$ cat config.mk
export PLATFORM = sky130hd
export DESIGN_NAME = ads_irq_pio_flat
export DESIGN_NICKNAME = d
export VERILOG_FILES = /design/src/rtl/ads_irq_pio_pkg.sv /design/src/rtl/ads_irq_pio_if.sv /design/src/rtl/ads_irq_pio_debounce_ch.sv /design/src/rtl/ads_irq_pio.sv /design/src/flat_wrapper.sv
export SDC_FILE = /design/constraint.sdc
export NUM_CORES = 1
export LEC_CHECK = 0
export CORE_MARGIN = 3
export CORE_UTILIZATION = 52
export DETAILED_ROUTE_END_ITERATION = 16
export HOLD_SLACK_MARGIN = 0.05
export PLACE_DENSITY = 0.76
export SYNTH_ARGS = -nofsm -noshare
export SYNTH_HDL_FRONTEND = slang
export SYNTH_SLANG_ARGS = --single-unit
$ cat constraint.sdc
create_clock -name clk -period 1.59 [get_ports clk]
set_clock_uncertainty 0.05 [all_clocks]
set_input_delay 0.318 -clock clk [delete_from_list [all_inputs] [get_ports clk]]
set_output_delay 0.318 -clock clk [all_outputs]
set_load 0.03 [all_outputs]
$ cat src/rtl/ads_irq_pio_pkg.sv
// rtl/ads_irq_pio_pkg.sv - register map and edge-select constants for the input PIO
package ads_pio_pkg;

    typedef enum logic [1:0] {
        ADDR_DATA    = 2'd0,
        ADDR_RSVD    = 2'd1,
        ADDR_IRQMASK = 2'd2,
        ADDR_EDGECAP = 2'd3
    } pio_addr_e;

    localparam int EDGE_RISE = 0;
    localparam int EDGE_FALL = 1;
    localparam int EDGE_ANY  = 2;

endpackage

$ cat src/rtl/ads_irq_pio_if.sv
// rtl/ads_irq_pio_if.sv - Avalon-MM slave bus bundle for the input PIO
interface ads_irq_pio_if #(
    parameter int WIDTH = 1
);
    logic [1:0]       address;
    logic             chipselect;
    logic             write_n;
    logic [WIDTH-1:0] writedata;
    logic [WIDTH-1:0] readdata;

    modport master (output address, chipselect, write_n, writedata, input readdata);
    modport slave  (input address, chipselect, write_n, writedata, output readdata);
endinterface

$ cat src/rtl/ads_irq_pio_debounce_ch.sv
// rtl/ads_irq_pio_debounce_ch.sv - one channel: 2-flop sync, debounce counter, stable/prev and edge strobes
module ads_debounce_ch #(
    parameter int DEBOUNCE_CYCLES = 1000,
    parameter bit IDLE_LEVEL      = 1'b1
) (
    input  logic clk,
    input  logic reset_n,
    input  logic in_i,
    output logic stable_o,
    output logic rise_o,
    output logic fall_o
);
    localparam int CW = (DEBOUNCE_CYCLES > 0) ? $clog2(DEBOUNCE_CYCLES + 1) : 1;
    localparam logic [CW-1:0] CNT_LAST = (DEBOUNCE_CYCLES > 0) ? CW'(DEBOUNCE_CYCLES - 1) : '0;

    logic          s1_q, s2_q;
    logic          stable_q, stable_d;
    logic          prev_q;
    logic [CW-1:0] cnt_q, cnt_d;

    // Any return of s2 to the accepted level drops the count, so short glitches never land.
    always_comb begin
        stable_d = stable_q;
        cnt_d    = '0;
        if (DEBOUNCE_CYCLES == 0) begin
            stable_d = s2_q;
        end else if (s2_q != stable_q) begin
            if (cnt_q == CNT_LAST) begin
                stable_d = s2_q;
            end else begin
                cnt_d = cnt_q + 1'b1;
            end
        end
    end

    always_ff @(posedge clk or negedge reset_n) begin
        if (!reset_n) begin
            s1_q     <= IDLE_LEVEL;
            s2_q     <= IDLE_LEVEL;
            stable_q <= IDLE_LEVEL;
            prev_q   <= IDLE_LEVEL;
            cnt_q    <= '0;
        end else begin
            s1_q     <= in_i;
            s2_q     <= s1_q;
            stable_q <= stable_d;
            prev_q   <= stable_q;
            cnt_q    <= cnt_d;
        end
    end

    assign stable_o = stable_q;
    assign rise_o   = stable_q & ~prev_q;
    assign fall_o   = ~stable_q & prev_q;

endmodule

$ cat src/rtl/ads_irq_pio.sv
// rtl/ads_irq_pio.sv - debounced input PIO with sticky edge capture and maskable level irq
module ads_irq_pio
    import ads_pio_pkg::*;
#(
    parameter int WIDTH           = 1,
    parameter int DEBOUNCE_CYCLES = 1000,
    parameter int EDGE_TYPE       = 1,
    parameter bit IDLE_LEVEL      = 1'b1
) (
    input  logic             clk,
    input  logic             reset_n,
    ads_irq_pio_if.slave     bus,
    input  logic [WIDTH-1:0] in_port,
    output logic             irq
);
    logic [WIDTH-1:0] stable, rise, fall, evt;
    logic [WIDTH-1:0] irqmask_q, irqmask_d;
    logic [WIDTH-1:0] edgecap_q, edgecap_d;
    logic [WIDTH-1:0] readdata_q, readdata_d;
    logic             wr;

    for (genvar i = 0; i < WIDTH; i++) begin : g_ch
        ads_debounce_ch #(
            .DEBOUNCE_CYCLES(DEBOUNCE_CYCLES),
            .IDLE_LEVEL     (IDLE_LEVEL)
        ) u_ch (
            .clk     (clk),
            .reset_n (reset_n),
            .in_i    (in_port[i]),
            .stable_o(stable[i]),
            .rise_o  (rise[i]),
            .fall_o  (fall[i])
        );
    end

    if (EDGE_TYPE == EDGE_RISE) begin : g_rise
        assign evt = rise;
    end else if (EDGE_TYPE == EDGE_FALL) begin : g_fall
        assign evt = fall;
    end else begin : g_any
        assign evt = rise | fall;
    end

    assign wr = bus.chipselect & ~bus.write_n;

    // The event OR is applied after the clear so a same-cycle edge keeps its bit set.
    always_comb begin
        irqmask_d = irqmask_q;
        edgecap_d = edgecap_q;
        if (wr && bus.address == ADDR_IRQMASK) irqmask_d = bus.writedata;
        if (wr && bus.address == ADDR_EDGECAP) edgecap_d = edgecap_q & ~bus.writedata;
        edgecap_d = edgecap_d | evt;
        case (pio_addr_e'(bus.address))
            ADDR_DATA:    readdata_d = stable;
            ADDR_IRQMASK: readdata_d = irqmask_q;
            ADDR_EDGECAP: readdata_d = edgecap_q;
            default:      readdata_d = '0;
        endcase
    end

    always_ff @(posedge clk or negedge reset_n) begin
        if (!reset_n) begin
            irqmask_q  <= '0;
            edgecap_q  <= '0;
            readdata_q <= '0;
        end else begin
            irqmask_q  <= irqmask_d;
            edgecap_q  <= edgecap_d;
            readdata_q <= readdata_d;
        end
    end

    assign bus.readdata = readdata_q;
    assign irq          = |(edgecap_q & irqmask_q);

endmodule

$ cat src/flat_wrapper.sv
// flat-port wrapper written by rule: the top's interface ports become plain ports
module ads_irq_pio_flat import ads_pio_pkg::*;
#(
    parameter int WIDTH           = 1,
    parameter int DEBOUNCE_CYCLES = 1000,
    parameter int EDGE_TYPE       = 1,
    parameter bit IDLE_LEVEL      = 1'b1
)
  (clk, reset_n, in_port, irq, bus_address, bus_chipselect, bus_write_n, bus_writedata, bus_readdata);
  ads_irq_pio_if #(.WIDTH(WIDTH)) bus_i ();
  input  logic clk;
  input  logic reset_n;
  input  logic [WIDTH-1:0] in_port;
  output logic irq;
  input wire logic [$bits(bus_i.address)-1:0] bus_address;
  input wire logic [$bits(bus_i.chipselect)-1:0] bus_chipselect;
  input wire logic [$bits(bus_i.write_n)-1:0] bus_write_n;
  input wire logic [$bits(bus_i.writedata)-1:0] bus_writedata;
  output wire logic [$bits(bus_i.readdata)-1:0] bus_readdata;
  assign bus_i.address = bus_address;
  assign bus_i.chipselect = bus_chipselect;
  assign bus_i.write_n = bus_write_n;
  assign bus_i.writedata = bus_writedata;
  assign bus_readdata = bus_i.readdata;
  ads_irq_pio #(.WIDTH(WIDTH), .DEBOUNCE_CYCLES(DEBOUNCE_CYCLES), .EDGE_TYPE(EDGE_TYPE), .IDLE_LEVEL(IDLE_LEVEL)) u_core (.clk(clk), .reset_n(reset_n), .bus(bus_i), .in_port(in_port), .irq(irq));
endmodule
# Word level (Yosys, flattened, before mapping)
# Index checks and enable logic that the tools add are counted.
# totals
input_bits,8
word_cells,29
reg_bits,17
output_inout_bits,2
# op_classes
eq_ne,4
addsub,1
n_reduce_logical,4
bitwise,8
n_mux,4
# ops
cell,count
10-bit two-way mux,2
"10-bit by 1-bit adder with 10-bit output, second input constant",1
"10-bit equality test, second input constant",1
1-bit bitwise AND,4
"2-bit equality test, second input constant",2
1-bit NOT,3
1-bit case mux with 3 select lines,1
1-bit logical AND,2
2-bit zero test,1
2-bit AND reduction,1
1-bit two-way mux,1
1-bit != test,1
1-bit OR,1

# Logic depth before layout (Yosys ltp)
# Gate-level depths: netlist of the first run.
# depth
ltp_word,5
mapped_depth,5
depth_no_buf,5

# Cells and area by module
# From an unflattened synthesis of the first run, not the netlist that was laid out.
# hier_totals
cells_unflattened,70
area_unflattened_um2,802.0
# by_module_without_submodules
mod,area_per_inst_um2,cells_per_inst,seq_area_each_um2,n_inst
ads_debounce_ch,649.4,58,355.3,1
ads_irq_pio,152.6,12,75.1,1

# Worst setup path before layout of the first run
# No wires, ideal clock.
# synth_path
kind,register -> register
startpoint,register u_core.g_ch[0].u_ch.cnt_q[0]
endpoint,register u_core.g_ch[0].u_ch.cnt_q[7]
path_buffers,0
arrival_time_ps,1270
synth_period_minus_slack_ps,1402
slack_ps,188
t_required_ps,1458
setup_time_ps,82
path_stages_with_launch,6
cell_sequence,dfrtp_1 > ha_1 > nand2_1 > nor4b_2 > a311o_1 > a31oi_1
# synth_via
elab_chain_cells,3
word_cells_on_any_way,4
cone_classes,1 x add/sub; 1 x eq/ne; 2 x mux
# synth_lines
element,line,source
start: declaration,ads_irq_pio_debounce_ch.sv:19,"logic [CW-1:0] cnt_q, cnt_d;"
start signal: assignment,ads_irq_pio_debounce_ch.sv:48,cnt_q <= cnt_d;
10-bit by 1-bit adder with 10-bit output or 10-bit equality test (tied branches),"ads_irq_pio_debounce_ch.sv:31, ads_irq_pio_debounce_ch.sv:28",
10-bit two-way mux (*),ads_irq_pio_debounce_ch.sv:28,if (cnt_q == CNT_LAST) begin
10-bit two-way mux (*),ads_irq_pio_debounce_ch.sv:27,end else if (s2_q != stable_q) begin
via u_core.g_ch[0].u_ch.cnt_d[7],ads_irq_pio_debounce_ch.sv:19,
# The timed path passes the listed nets; every way through them passes the cells marked *.
# A chain may end at the register's enable or synchronous reset.

# Worst setup path after layout of the first run
# layout_path
startpoint,register u_core.g_ch[0].u_ch.cnt_q[1]
endpoint,register u_core.g_ch[0].u_ch.cnt_q[7]
# The elaborated chain is that of the path after synthesis.

==> flow_summary.ini, run 1 <==
[placement]
gp_congestion = 0.836
dp_hpwl_um = 1070
dpl.cell_count = 100
io_buffers = 9
place_ws_ns = 0.0477
dpl_cell_area_um2 = 928

[cells_and_area]
fin_nets = 100
postLayoutCoreUtil_pct = 70.1
design_area_um2 = 957
stdcell_count = 105
diodes = 0
drive_gt1_share_pct = 22.2
syn_to_final_growth_pct = 20.1

[route]
dr.first_iter.drc_count = 14
drt_pass1_iterations = 4
drc = 0
wl_um = 1430
postRouteAntennaNets = 0
viasPerCell = 5.59
routedWlPerCell_um = 13.6
vias = 587

[sta]
max_freq_mhz = 695
period_needed_ns = 1.44
setup_slack_ns = 0.151
maxSlewHeadroom_pct = 77.6
rsz0062_at_grt = no
slew_viol_final = 0
tns_ns = 0
holdWs_ns = 0.291
finalSetupViolCount = 0
hold_viol = 0
finalCritPeriodShare_pct = 90.5
worst-slew-pin-transition_ns = 0.333

[cts]
clkTransAtPathRegs_ns = 0.10
cts_buffers = 3
cts_tree = yes
clk_root_buffer_cell = clkbuf_4
cts-hold-fix-buffers = 0
h-tree-depth = 1
ctsLongestPathBuffers = 2
insertion_delay_ns = 0.29
cts.sinks = 17

[critical_path]
required_ns = 1.76
slowest_delay_ns = 0.43
cp_max_fo = 4
worstPathArrival_ns = 1.61
startpoint_type = flip-flop
crit_chain = ha_1 -> nand2_1 -> nor4b_2 -> a311o_1 -> a31oi_1
cp_slowest_cell = dfrtp_1
critPathLaunch = u_core.g_ch[0].u_ch.cnt_q[1]
worstSetupPathType = reg2reg
r2r_start = u_core.g_ch[0].u_ch.cnt_q[1]
endpoint_kind = flip-flop

[yosys]
syn_area_um2 = 797
synthFlopType = dfrtp_1
yosysUniqueCellTypes = 27
ys_seq_elements = 17
ys_seq_area_share_pct = 54.0
async_reset_ff_share_pct = 100
synth_edf_count = 0
syn_inst = 73
yosysWarnings = 0
postSynthNetCount = 82
syn_area_per_cell_um2 = 10.9

[floorplanning]
row_count = 13
die_w_um = 45.2
initial_core_util_pct = 58.3
io_pins = 10
die_h_um = 45.2
dieArea_um2 = 2040
coreArea_um2 = 1370

[job]
maxCapViolCount = 0

[outcome]
status = completed

[pwr]
p_leak_nw = 0.452
report.power.total_mw = 0.800
powerDensity_nw_per_um2 = 836
vdd_drop_max_mv = 0.618

[global_route]
grt_antenna_before_repair = 0
first_global_vias = 551
grt_overflow = 0
grt_use_total_pct = 17.1
grt_pass1_wl_um = 2500
grt_max_degree = 18

[hold_path]
min_path_type = in2async
-- report_power, final --
group          switching (mW)  total [mW]  internal [mW]
clock                   0.134       0.227         0.0936
sequential             0.0170       0.474          0.457
combinational          0.0481      0.0994         0.0513
-- registers in the layout, indices dropped and copies added (netlist names) --
name and cells:
u_core.edgecap_q 1, u_core.g_ch.u_ch.s1_q 1, u_core.g_ch.u_ch.prev_q 1, u_core.irqmask_q 1, u_core.g_ch.u_ch.stable_o 1, u_core.g_ch.u_ch.s2_q 1
u_core.bus.readdata 1, u_core.g_ch.u_ch.cnt_q 10
-- placed cells by master (no fill, tap or decap), types with 2 or more instances in the layout --
cell             count
and3_2               2
nand3_1              6
mux2_2               2
dfstp_2              4
clkdlybuf4s50_1      7
clkbuf_4             3
xnor2_1              3
nand2_1              5
o21ai_0              4
buf_4                4
xor2_1               4
dfrtp_1             13
inv_1                2
nor2_1              12
-- cells in the mapped netlist, drive strengths merged, types with 2 or more instances --
cell type / number / area share (%)
o21ai: 4 / 2.5
nand3: 6 / 3.8
and3: 3 / 2.7
nand2: 5 / 2.4
dfrtp: 13 / 41
dfstp: 4 / 13
mux2: 3 / 4.7
nor2: 12 / 5.7
xor2: 4 / 4.4
xnor2: 3 / 3.3
inv: 2 / 0.94
-- logic make-up after synthesis --
group,share of synthesized area [%]
mux,4.71
xor+xnor,7.69
compound gates,8.48
simple gates,22.6
flops,54.0
buf+inv,0.942
fa+ha+maj,1.57
-- metal layers --
metal  global-route usage (%)  part of all wire, %
met3                     3.59                  4.1
met4                     8.77                  1.7
met5                        0                    0
met1                     25.1                   52
met2                     23.7                   43
-- final timing paths --
path	endpoint	slack, ns	cells past startpoint
worst max-delay path	u_core.g_ch[0].u_ch.cnt_q[7]	0.15	5
worst min-delay path	u_core.irqmask_q	0.29	2
worst max register to register	u_core.g_ch[0].u_ch.cnt_q[7]	0.15	5
worst min register to register	u_core.g_ch[0].u_ch.s2_q	0.31	0
max in group asynchronous	u_core.g_ch[0].u_ch.s2_q	0.95	2
min in group clk	u_core.g_ch[0].u_ch.s2_q	0.31	0
-- area by class of cell --
class                   instances  area, µm²
well taps                      15       18.8
clock buffers                   3       22.5
flip-flops and latches         17        430
fillers                       109        409
clock inverters                 1       5.00
multi-input cells              54        359
repair buffers                 13        114
inverters                       2       7.51
-- what timing repair did --
item	in CTS	in global routing
cloned	0	0
endpoints found under the setup margin	2	2
buffers inserted	0	1
resized for setup	2	2
-- worst max-delay path: cells and delay by family (launching register included) --
kind / cells / cell delay (ns)
AO/OA/AOI/OAI: 2 / 0.48
adder cells (fa/ha/maj): 1 / 0.22
AND/OR/NAND/NOR: 2 / 0.20
flip-flops: 1 / 0.43
Note: power is estimated with default switching activity, not from simulation.
==> inputs of run 2 (changes only) <==
CORE_UTILIZATION = 50   (was 52)
PLACE_DENSITY = 0.73   (was 0.76)
==> flow_summary.ini, run 2 (synthesis results as in run 1) <==
[outcome]
status = completed

[pwr]
vdd_drop_max_mv = 0.658
powerDensity_nw_per_um2 = 847
report.power.total_mw = 0.803
p_leak_nw = 0.444

[sta]
period_needed_ns = 1.43
rsz0062_at_grt = no
maxSlewHeadroom_pct = 74.6
hold_viol = 0
tns_ns = 0
max_freq_mhz = 697
slew_viol_final = 0
worst-slew-pin-transition_ns = 0.379
finalCritPeriodShare_pct = 90.2
finalSetupViolCount = 0

[critical_path]
endpoint_kind = flip-flop
slowest_delay_ns = 0.43
startpoint_type = flip-flop
worstPathArrival_ns = 1.61
rr_endpoint = u_core.g_ch[0].u_ch.cnt_q[7]
reg2reg_setup_slack_ns = 0.16
path_delay_family = compound AO/OA/AOI/OAI gates
path_buf_inv = 0
required_ns = 1.76
cp_slowest_cell = dfrtp_1
r2r_start = u_core.g_ch[0].u_ch.cnt_q[0]
rr_worst_depth = 5
cp_max_fo = 5
worstSetupPathType = reg2reg
crit_chain = ha_1 -> nand2_1 -> nor4b_2 -> a311o_1 -> a31oi_1

[cts]
cts.sinks = 17
cts_tree = yes
cts_buffers = 3
clkTransAtPathRegs_ns = 0.09
ctsLongestPathBuffers = 2
insertion_delay_ns = 0.29
clk_root_buffer_cell = clkbuf_4
h-tree-depth = 1

[cells_and_area]
syn_to_final_growth_pct = 19.0
multiInputGateArea_um2 = 359
final_cell_mix = dfrtp_1 (13), nor2_1 (12), clkdlybuf4s50_1 (7)
fillCellCount = 107
drive_gt1_share_pct = 20.2
largest_register = u_core.g_ch.u_ch.cnt_q
final_common_cell = dfrtp_1
seqCellArea_um2 = 430
fin_nets = 99
diodes = 0
largest_register_ff_count = 10

[global_route]
first_global_vias = 595
grt_pass1_wl_um = 2650
grt_overflow = 0
grt_antenna_before_repair = 0
grt_use_total_pct = 18.5
grt_max_degree = 18

[floorplanning]
dieArea_um2 = 2110
die_h_um = 45.9
row_count = 13
initial_core_util_pct = 57.0
die_w_um = 45.9
coreArea_um2 = 1400
io_pins = 10

[route]
viasPerCell = 5.70
routedWlPerCell_um = 14.4
drc = 0
dr.first_iter.drc_count = 17
postRouteAntennaNets = 0
wl_um = 1500
drt_pass1_iterations = 4
vias = 593

[job]
maxCapViolCount = 0

[placement]
dp_hpwl_um = 1150
io_buffers = 9
gp_congestion = 0.818

[hold_path]
min_path_type = in2async
## run 2: cell count changes in the layout (fill, tap and decap cells not counted), sizes merged
| cell | before | now |
|---|---|---|
| buf | 4 | 3 |
| clkbuf | 4 | 5 |
| clkinv | 1 | 0 |
## run 2: how the worst max path moves through the flow
stage / cells past startpoint / from / slack (ns) / to
6_report: 5 / u_core.g_ch[0].u_ch.cnt_q[0] / 0.16 / u_core.g_ch[0].u_ch.cnt_q[7]
5_1_grt: 5 / u_core.g_ch[0].u_ch.cnt_q[0] / 0.008 / u_core.g_ch[0].u_ch.cnt_q[7]
4_1_cts: 2 / u_core.edgecap_q / 0.02 / irq
3_5_place_dp: 4 / bus_address[1] / 0.03 / u_core.irqmask_q
3_3_place_gp: 4 / bus_address[1] / 0.08 / u_core.irqmask_q
2_1_floorplan: 5 / u_core.g_ch[0].u_ch.cnt_q[0] / 0.19 / u_core.g_ch[0].u_ch.cnt_q[7]
## run 2: metal layers
metal / vias up / global-route usage (%) / part of all wire [%]
li1: 287 / - / -
met1: 285 / 21.6 / 42
met2: 16 / 29.7 / 49
met3: 5 / 4.74 / 5.4
met4: 0 / 11.9 / 2.9
met5: - / 0 / 0
## run 2: layout make-up
cell class | instances | share of cell area, %
Sequential cell | 17 | 45.4
Multi-Input combinational cell | 54 | 37.9
Timing Repair Buffer | 12 | 11.2
Clock buffer | 4 | 2.77
Tap cell | 15 | 1.98
Inverter | 2 | 0.792
## run 2: timing repair
action | CTS | global route
hold buffers | 0 | 0
hold endpoints to repair | 0 | 0
setup buffers | 0 | 0
setup endpoints to repair | 2 | 1
gates resized for setup | 2 | 2
## run 2: worst reg2reg max path, cell delays in order (launching register included)
cell and delay, ns:
dfrtp_1 0.43, ha_1 0.22, nand2_1 0.12, nor4b_2 0.07, a311o_1 0.35, a31oi_1 0.12
## run 2: power by group
part	switching (mW)	internal (mW)	leakage, nW
sequential	0.0177	0.457	0.217
combinational	0.0465	0.0490	0.212
clock	0.135	0.0977	0.0150
total	0.200	0.603	0.444
## run 2: through the flow
| stage | std cells | hold slack, ns | setup WS [ns] | cell area (µm²) | utilization [%] |
|---|---|---|---|---|---|
| finish | 104 | 0.282 | 0.155 | 948 | 67.8 |
| detailed placement | 100 | 0.310 | 0.0318 | 928 | 66.4 |
| global route | 104 | 0.283 | 0.00849 | 948 | 67.8 |
| global placement | 100 | 0.301 | 0.0762 | 928 | 66.4 |
| floorplan | 73 | -0.0276 | 0.188 | 797 | - |
| CTS | 104 | 0.283 | 0.0200 | 952 | 68.1 |
